$ cat src/rtl/melody_sequencer.sv
// ---------------------------------------------------------------------------
// melody_sequencer
//
// Plays a programmed sequence of notes. A small pattern RAM holds
// (tone, beats) entries. The sequencer steps through the entries, drives each
// tone code to the tone generator, and gates the audio with note_on. Each note
// lasts beats*BEAT_TICKS cycles and is followed by a silent gap of GAP_TICKS
// cycles. Playback can be one-shot or looping.
//
// Ports:
//   clk       system clock, rising edge
//   rst_n     asynchronous active-low reset
//   wr_en     pattern write strobe (accepted in any state)
//   wr_addr   pattern entry index
//   wr_tone   tone code stored in the entry
//   wr_beats  note length in beats; 0 marks the end of the pattern
//   length    number of entries to play (1..16, larger values clamp to 16,
//             0 makes start finish immediately with a done pulse)
//   loop_en   restart at entry 0 after the last entry
//   start     1-cycle start request (ignored while busy)
//   stop      1-cycle abort request (beats start in the same cycle)
//   tone      tone code to the tone generator
//   note_on   high while a note sounds
//   busy      high while playing a note or its gap
//   step      index of the current entry
//   done      1-cycle pulse on the natural end of a one-shot sequence
// ---------------------------------------------------------------------------
module melody_sequencer #(
  parameter logic [31:0] CLOCK_SPEED = 32'd25_000_000,
  parameter logic [31:0] BEAT_TICKS  = 32'd3_125_000,
  parameter logic [31:0] GAP_TICKS   = 32'd250_000,
  parameter int          DEPTH       = 16
) (
  input  logic       clk,
  input  logic       rst_n,
  input  logic       wr_en,
  input  logic [3:0] wr_addr,
  input  logic [3:0] wr_tone,
  input  logic [3:0] wr_beats,
  input  logic [4:0] length,
  input  logic       loop_en,
  input  logic       start,
  input  logic       stop,
  output logic [3:0] tone,
  output logic       note_on,
  output logic       busy,
  output logic [3:0] step,
  output logic       done
);

  // CLOCK_SPEED only documents how BEAT_TICKS was derived. The guard below
  // rejects parameter sets the fixed 4-bit address ports cannot support.
  if (BEAT_TICKS == 32'd0 || CLOCK_SPEED == 32'd0 || DEPTH < 1 || DEPTH > 16) begin : g_param_check
    $error("melody_sequencer: BEAT_TICKS/CLOCK_SPEED must be nonzero and DEPTH in 1..16");
  end

  typedef enum logic [1:0] {
    IDLE = 2'd0,
    PLAY = 2'd1,
    GAP  = 2'd2
  } state_t;

  localparam logic [4:0]  MAX_LEN  = 5'(DEPTH);
  localparam bit          HAS_GAP  = (GAP_TICKS != 32'd0);
  // The gap counter counts down to zero, so it is loaded with one less than
  // the gap length. When there is no gap this value is never used.
  localparam logic [35:0] GAP_LOAD = {4'd0, GAP_TICKS} - 36'd1;

  state_t      state;
  logic [35:0] counter;
  logic [4:0]  play_len;

  logic [3:0]  ram_tone  [DEPTH];
  logic [3:0]  ram_beats [DEPTH];

  logic [4:0]  len_clamped;
  logic [3:0]  next_step;
  logic        is_last;
  logic        note_end;
  logic        advance_now;
  logic        adv_continue;
  logic [3:0]  adv_step;

  // A note of n beats lasts n*BEAT_TICKS cycles. The counter is loaded with
  // one less so that the cycle it reads zero is the last cycle of the note.
  // 4-bit beats times 32-bit ticks fits in 36 bits without overflow.
  function automatic logic [35:0] note_load(input logic [3:0] beats);
    return ({32'd0, beats} * {4'd0, BEAT_TICKS}) - 36'd1;
  endfunction

  // Pattern RAM: written on any cycle and never reset. The player reads it
  // only when a note starts, so a write to the entry that is playing takes
  // effect the next time that entry is fetched.
  always_ff @(posedge clk) begin
    if (wr_en) begin
      ram_tone[wr_addr]  <= wr_tone;
      ram_beats[wr_addr] <= wr_beats;
    end
  end

  // Clamp the requested length to the RAM depth. Zero passes through
  // unchanged so that start can report an empty sequence.
  always_comb begin
    len_clamped = length;
    if (length > MAX_LEN) begin
      len_clamped = MAX_LEN;
    end
  end

  // The sequence ends after the current entry when it reaches the played
  // length or the next entry is an end marker (beats == 0).
  assign next_step = step + 4'd1;
  assign is_last   = ({1'b0, step} == (play_len - 5'd1)) || (ram_beats[next_step] == 4'd0);

  // The advance decision is taken on the last gap cycle. With no gap it is
  // taken on the last note cycle, so notes run back to back.
  assign note_end    = (state == PLAY) && (counter == 36'd0);
  assign advance_now = (note_end && !HAS_GAP) || ((state == GAP) && (counter == 36'd0));

  // Choose where playback goes after the current entry. Looping back to
  // entry 0 requires entry 0 to hold a real note; otherwise the sequence ends.
  always_comb begin
    adv_continue = 1'b0;
    adv_step     = next_step;
    if (!is_last) begin
      adv_continue = 1'b1;
    end else if (loop_en && (ram_beats[0] != 4'd0)) begin
      adv_continue = 1'b1;
      adv_step     = 4'd0;
    end
  end

  // Playback state machine. All outputs are registered here. stop has top
  // priority and leaves step and tone at their last values.
  always_ff @(posedge clk or negedge rst_n) begin
    if (!rst_n) begin
      state    <= IDLE;
      counter  <= 36'd0;
      play_len <= 5'd0;
      tone     <= 4'd0;
      note_on  <= 1'b0;
      busy     <= 1'b0;
      step     <= 4'd0;
      done     <= 1'b0;
    end else begin
      done <= 1'b0;
      if (stop) begin
        state   <= IDLE;
        counter <= 36'd0;
        note_on <= 1'b0;
        busy    <= 1'b0;
      end else if (advance_now) begin
        if (adv_continue) begin
          state   <= PLAY;
          step    <= adv_step;
          tone    <= ram_tone[adv_step];
          counter <= note_load(ram_beats[adv_step]);
          note_on <= 1'b1;
        end else begin
          state   <= IDLE;
          counter <= 36'd0;
          note_on <= 1'b0;
          busy    <= 1'b0;
          done    <= 1'b1;
        end
      end else begin
        case (state)
          IDLE: begin
            if (start) begin
              if ((len_clamped != 5'd0) && (ram_beats[0] != 4'd0)) begin
                state    <= PLAY;
                play_len <= len_clamped;
                step     <= 4'd0;
                tone     <= ram_tone[0];
                counter  <= note_load(ram_beats[0]);
                note_on  <= 1'b1;
                busy     <= 1'b1;
              end else begin
                done <= 1'b1;
              end
            end
          end
          PLAY: begin
            // Reaching zero here implies a nonzero gap; the no-gap case
            // is handled by the advance branch above.
            if (counter != 36'd0) begin
              counter <= counter - 36'd1;
            end else begin
              state   <= GAP;
              counter <= GAP_LOAD;
              note_on <= 1'b0;
            end
          end
          GAP: begin
            counter <= counter - 36'd1;
          end
          default: begin
            state   <= IDLE;
            counter <= 36'd0;
            note_on <= 1'b0;
            busy    <= 1'b0;
          end
        endcase
      end
    end
  end

endmodule

$ cat config.mk
export PLATFORM = sky130hd
export DESIGN_NAME = melody_sequencer
export DESIGN_NICKNAME = d
export VERILOG_FILES = /design/src/rtl/melody_sequencer.sv
export SDC_FILE = /design/constraint.sdc
export NUM_CORES = 1
export LEC_CHECK = 0
export BUFFER_PORTS_ARGS = -buffer_cell sky130_fd_sc_hd__buf_2
export CAP_MARGIN = 20
export CORE_MARGIN = 10
export CORE_UTILIZATION = 60
export DETAILED_ROUTE_END_ITERATION = 6
export HOLD_SLACK_MARGIN = 0.02
export PLACE_DENSITY = 0.77
export SETUP_SLACK_MARGIN = 0.15
export SYNTH_ARGS = -nofsm -noshare
export SYNTH_HDL_FRONTEND = slang
export SYNTH_SLANG_ARGS = --single-unit
$ cat constraint.sdc
create_clock -name clk -period 8.7 [get_ports clk]
set_input_delay 0.435 -clock clk [delete_from_list [all_inputs] [get_ports clk]]
set_output_delay 0.435 -clock clk [all_outputs]
set_load 0.02 [all_outputs]
After elaboration in Yosys (flattened, before gate mapping)
Memories as Yosys holds them, arrays and structs flattened.
Cells that the tools add are included.
Widths: inputs -> output; s select.
- memories kept: 2
- RAM bits: 128
- flip-flop bits (word level): 54
- memories (name ; words ; width ; read ports ; clocked after Yosys merged registers in ; wr ports ; RTL line ; RTL):
    ram_beats ; 16 ; 4 ; 3 ; 0 ; 1 ; 74 ; logic [3:0] ram_beats [DEPTH];
    ram_tone ; 16 ; 4 ; 2 ; 0 ; 1 ; 73 ; logic [3:0] ram_tone [DEPTH];
- order comparisons: 1
- bitwise operators: 2
- multipliers: 2
- eq/ne operators: 10
- muxes and demuxes: 48
- $add $sub $neg: 5
- reduce and logical (&&, ||, !) cells: 19
- operators with widths (kind ; number):
    $mux 36 ; 6
    $pmux 36 s3 ; 1
    $sub 26x1->27 const B ; 2
    $mux 4 ; 12
    $mul 4x19->23 const B ; 2
    $logic_not 36->1 ; 1
    $reduce_bool 36->1 ; 1
    $sub 36x1->36 const B ; 1
    $mux 1 ; 20
    $ne 4x4->1 const B ; 3
    $mux 2 ; 5
    $reduce_and 5->1 ; 2
    $reduce_and 4->1 ; 2
    $ne 3x3->1 const B ; 2
    $pmux 2 s3 ; 1
    $reduce_bool 2->1 ; 3
    $eq 4x5->1 ; 1
    $gt 5x5->1 const B ; 1
    $mux 5 ; 1
    $reduce_bool 5->1 ; 1
    $sub 5x1->5 const B ; 1
    $add 4x1->4 const B ; 1
    $logic_not 4->1 ; 1
    $reduce_bool 4->1 ; 1
    other kinds (12) ; 15

Depth between registers and ports, before layout
An unclocked memory read counts as a cell.
- depth after elaboration: 11
- mapped depth: 32
- gate-level depth less buffers: 29

Worst setup path after synthesis
OpenSTA, ideal clock, no wires.
- path kind: register to register
- from: reg step[0]
- to: reg counter[25]
- setup time: 140 ps
- path slack: 801 ps
- period minus slack after synthesis: 7899 ps
- data arrival time: 7759 ps
- cell stages (with the launch flop): 27
- path through: dfrtp_1 -> ha_1 -> or3_1 -> o41ai_1 -> o22ai_2 -> a21boi_4 -> nor2_1 -> o211a_1 -> a311o_1 -> a31oi_1 -> inv_1 -> fa_1 -> inv_1 -> fa_1 -> ha_1 -> clkbuf_1 -> o21a_1 -> o31a_1 -> o32a_1 -> a221oi_1 -> xor2_1 -> or3_1 -> or3_1 -> or4_4 -> o21ai_1 -> o31a_1 -> o221ai_1
- word-level cells in the longest chain between the ends: 11
- ends and longest elaborated chain (element ; RTL line ; RTL):
    start: declaration ; 47 ; output logic [3:0] step,
    start signal: assignment ; 155 ; step <= adv_step;
    $add 4x1->4 ; 112 ; assign next_step = step + 4'd1;
    $mem_v2 16x4 ; n/a ;
    $logic_not 4->1 ; 113 ; assign is_last = ({1'b0, step} == (play_len - 5'd1)) || (ram_beats[next_step] == 4'd0);
    $logic_or 1x1->1 ; 113 ;
    $mux 4 ; 125 ; if (!is_last) begin
    $mem_v2 16x4 ; n/a ;
    $mul 4x19->23 ; 88 ; return ({32'd0, beats} * {4'd0, BEAT_TICKS}) - 36'd1;
    $sub 26x1->27 ; 88 ;
    $mux 36 * ; 153 ; if (adv_continue) begin
    $mux 36 * ; 152 ; end else if (advance_now) begin
    $mux 36 * ; 147 ; if (stop) begin
    end signal: assignment ; 157 ; counter <= note_load(ram_beats[adv_step]);
    end signal: assignment ; 175 ; counter <= note_load(ram_beats[0]);
    end signal: assignment ; 187 ; counter <= counter - 36'd1;
    end: declaration ; 70 ; logic [35:0] counter;
Every way passes the cells marked *; elsewhere a longest branch is shown, timed or not.
A chain may end at the register's enable or synchronous reset.

Final worst setup path
- from: reg step[1]
- to: reg counter[25]
Same word-level chain as after synthesis.

==> flow_summary.rst <==
.. list-table::
   :header-rows: 1

   * - Metric
     - Value
   * - Unrepaired setup endpoints after global routing
     - false
   * - Height of the chip
     - 162 um
   * - Overall die width
     - 162 um
   * - Violation count after the first detailed-routing iteration
     - approximately 1000
   * - Later-pin clock latency in the skew report
     - approximately 0.45 ns
   * - Number of setup violations in the final report
     - 0
   * - Cell area after synthesis
     - 12100 um2
   * - Number of maximum-capacitance constraint violations
     - 0
   * - Slack of the worst reg-to-reg path
     - 0.68 ns
   * - Sum of met2 wire segment lengths after detailed routing
     - roughly 17 mm
   * - Topmost layer with routed signal wires
     - met4
   * - CP max-delay cell
     - fa_1
   * - Placer Congestion
     - around 0.99
   * - Element type at the critical path start
     - register
   * - Yosys Warn Count
     - 0
   * - Maximum operating frequency
     - around 0.12 GHz
   * - Relative slew slack
     - 0.271
   * - Status
     - completed
   * - Most frequent cells in the layout
     - 128 x edfxtp_1, 117 x nor2_1, 116 x nand2_1, 71 x o21ai_0, 61 x ha_1
   * - Clock transition at the register clock pins on the worst setup and hold paths after CTS
     - 0.08 ns
   * - Post-CTS Repair Setup Buffers
     - 0
   * - Number of vias in the routed layout
     - a little over 10000
   * - Number of antenna violations at the first check in global routing
     - 0
   * - Num ports
     - 34
   * - Filler-free cell count of the finished design
     - 1537
   * - Aggregate global-route resource usage
     - 0.260
   * - Hold violation count in the final report
     - 0
   * - Post-synth cell types
     - 91
   * - Clock tree from TritonCTS
     - yes
   * - Synthesized Nets
     - between 1000 and 1500
   * - Worst Path Max Fanout
     - 12
   * - Post-route clock skew
     - about 0.014 ns
   * - Post-Route Utilization
     - 0.676
   * - PnR Total Power
     - 3080 uW
   * - Final critical delay including setup and external delays
     - 8.02 ns
   * - Synthesis-to-finish area growth
     - 9.55%
   * - Proportion of synthesized chip area in sequential cells
     - 0.428
   * - Row count
     - 51
   * - Depth of the CTS H-tree
     - 4
   * - Per-instance average area after synthesis
     - 9.88 um2
   * - Fraction of synthesis flops using an asynchronous set or reset pin
     - 0.297
   * - FF/Latch Area
     - 5200 um2
   * - Classification of the worst setup path
     - register to register
   * - Crit Reg-Reg Endpoint
     - counter[25]$_DFFE_PN0P_
   * - Clock share of power
     - 0.257
   * - Die Footprint
     - ~26000 um2
   * - Most frequent standard cell in the layout excluding fill and tap cells
     - edfxtp_1
   * - Pwr Density
     - 232 nW/um2
   * - Total internal power
     - ~1900 uW
   * - Number of enable-type register cells in the synthesized netlist
     - about 130
   * - Maximum ir drop on the vdd rail
     - 0.000157 V
   * - Net count reported at finish
     - 1359
   * - Maximum root-to-sink buffer count
     - 2
   * - Arrival time at the worst endpoint
     - ~8.3 ns
   * - Starting utilization of the core area
     - 0.617
   * - Met3 wire length
     - approximately 2.2 mm
   * - NetSw
     - ~1200 uW
   * - Final routed DRC violation total
     - 0
   * - Max Transition Viols Final
     - 0
   * - Root cell of the clock tree
     - clkbuf_16
   * - Clock sink count
     - 182
   * - Core Footprint
     - roughly 20000 um2
   * - Period Utilization, post-route
     - 0.922
   * - Global-route wire length before repair
     - 54.6 mm
   * - Met1 Routed Length
     - 13.7 mm
   * - Sw Ratio
     - 0.397
   * - Flip-flop and latch count after synthesis
     - between 150 and 200
   * - Fraction of final layout cells with drive strength greater than 1
     - 0.115
   * - Power share of the sequential group
     - 0.365
   * - Routed wire length per instance
     - ~22 um
   * - Worst Path Required
     - 9.00 ns
   * - Routed vias/inst
     - 6.55
   * - Critical R2R Launch
     - step[1]$_DFFE_PN0P_
   * - Part of the total power dissipated in combinational logic
     - 0.378
   * - Number of clock buffers inserted by TritonCTS
     - 17
   * - Number of port buffers
     - 33
   * - Total congestion overflow
     - 0
   * - Area occupied by multi-input gates
     - around 6600 um2
   * - Maximum cell stage delay along the critical path
     - 0.58 ns
   * - Final antenna diode count
     - 0
   * - Worst Tran Pin Value
     - 1.09 ns
   * - Number of cells on the worst reg-to-reg path
     - 29
   * - Primary FF master, synth
     - edfxtp_1
   * - Total of fill cells in the finished design
     - 1570
   * - Maximum number of pins on one net before global-route repair
     - between 50 and 60
   * - Vias in the first global route
     - between 9000 and 10000
   * - Setup TNS
     - 0 ns
   * - Capturing element type of the critical path
     - register
   * - Count of TritonRoute iterations in the first routing pass
     - 6
   * - Number of instances in the synthesized netlist
     - 1228
   * - Placed wire-length estimate after detailed placement
     - approximately 25 mm
   * - Routed Wire Length
     - 34.1 mm
   * - Class of the worst hold path
     - primary input to async pin
   * - Instance count after placement with tap cells included
     - 1505
   * - Worst Hold Margin
     - approximately 0.16 ns
   * - Cell leakage power
     - about 0.0050 uW
   * - Remaining antenna violation count
     - 0
-- flip-flops by register name, summed over array words and instances, names as in the netlist --
register   flops
tone           4
step           4
note_on        1
ram_beats     64
play_len       5
state          2
ram_tone      64
counter       36
done           1
busy           1
-- cell usage after synthesis, drive strengths merged, types with 11 or more instances --
cell	count	area share
clkbuf	39	0.012
a21oi	60	0.025
edfxtp	128	0.32
o21ai	77	0.032
o211ai	18	0.011
and3	12	0.0063
a21o	13	0.0080
a31oi	20	0.011
nand3	36	0.015
nand2b	13	0.0067
or3	15	0.0077
ha	61	0.063
nor2	117	0.036
nand2	117	0.036
buf	11	0.0052
mux2	12	0.011
o21a	19	0.012
dfrtp	54	0.11
nor4	27	0.016
inv	42	0.013
xnor2	48	0.035
a21boi	11	0.0080
nor3	48	0.021
mux2i	13	0.011
fa	16	0.026
xor2	30	0.022
-- logic make-up after synthesis --
kind of cell	share of synthesized area
adders and majority gates	0.0893
AOI/OAI and AO/OA	0.184
xor gates and xnor gates	0.0563
and+or+nand+nor	0.182
muxes	0.0293
DFF	0.428
buffers and inverters	0.0308
-- per-layer routing --
| layer | GRT usage | vias up |
|---|---|---|
| li1 | - | 4648 |
| met1 | 0.322 | 4843 |
| met2 | 0.444 | 487 |
| met3 | 0.0394 | 82 |
| met4 | 0.110 | 0 |
| met5 | 0 | - |
-- how the worst max path moves through the flow --
stage	cells past startpoint	slack, ns	to	from
floorplan	26	0.80	counter[25]$_DFFE_PN0P_	step[0]$_DFFE_PN0P_
global route	30	0.28	counter[25]$_DFFE_PN0P_	play_len[0]$_DFFE_PN0P_
global placement	27	0.69	counter[25]$_DFFE_PN0P_	step[1]$_DFFE_PN0P_
CTS	27	0.51	counter[25]$_DFFE_PN0P_	step[1]$_DFFE_PN0P_
detailed placement	27	0.55	counter[25]$_DFFE_PN0P_	step[1]$_DFFE_PN0P_
finish	29	0.68	counter[25]$_DFFE_PN0P_	step[1]$_DFFE_PN0P_
-- critical path: cells and delay by family (launching register included) --
family	cells	cell delay [ns]
buf+inv	5	0.72
mux	1	0.39
compound gates	11	2.09
fa+ha+maj	4	1.86
simple gates	6	1.87
xor+xnor	2	0.47
flops	1	0.45
-- per-stage QoR --
stage,setup slack [ns],instance area [um2]
3_3_place_gp,0.692,12600
2_1_floorplan,0.801,12100
5_1_grt,0.280,13300
4_1_cts,0.514,13200
6_report,0.678,13300
3_5_place_dp,0.548,12600
-- cell type report --
type | instances | share of cell area
multi-input combinational | 952 | 0.497
tap | 265 | 0.0250
sequential | 182 | 0.391
clock inverter | 15 | 0.0131
timing repair buffer | 62 | 0.0291
inverter | 44 | 0.0124
clock buffer | 17 | 0.0320
-- power groups by stage --
| stage | clock, uW | sequential (uW) | combinational [uW] |
|---|---|---|---|
| floorplan | 0 | 1120 | 833 |
| global placement | 0 | 1130 | 1120 |
| detailed placement | 0 | 1130 | 1130 |
| CTS | 799 | 1120 | 1140 |
| global route | 832 | 1140 | 1270 |
| finish | 793 | 1120 | 1160 |
-- what timing repair did --
action / CTS / global route
resized for setup: 0 / 7
endpoints found under the setup margin: 0 / 1
hold buffers: 0 / 0
Power figures use the tool's default switching activity.
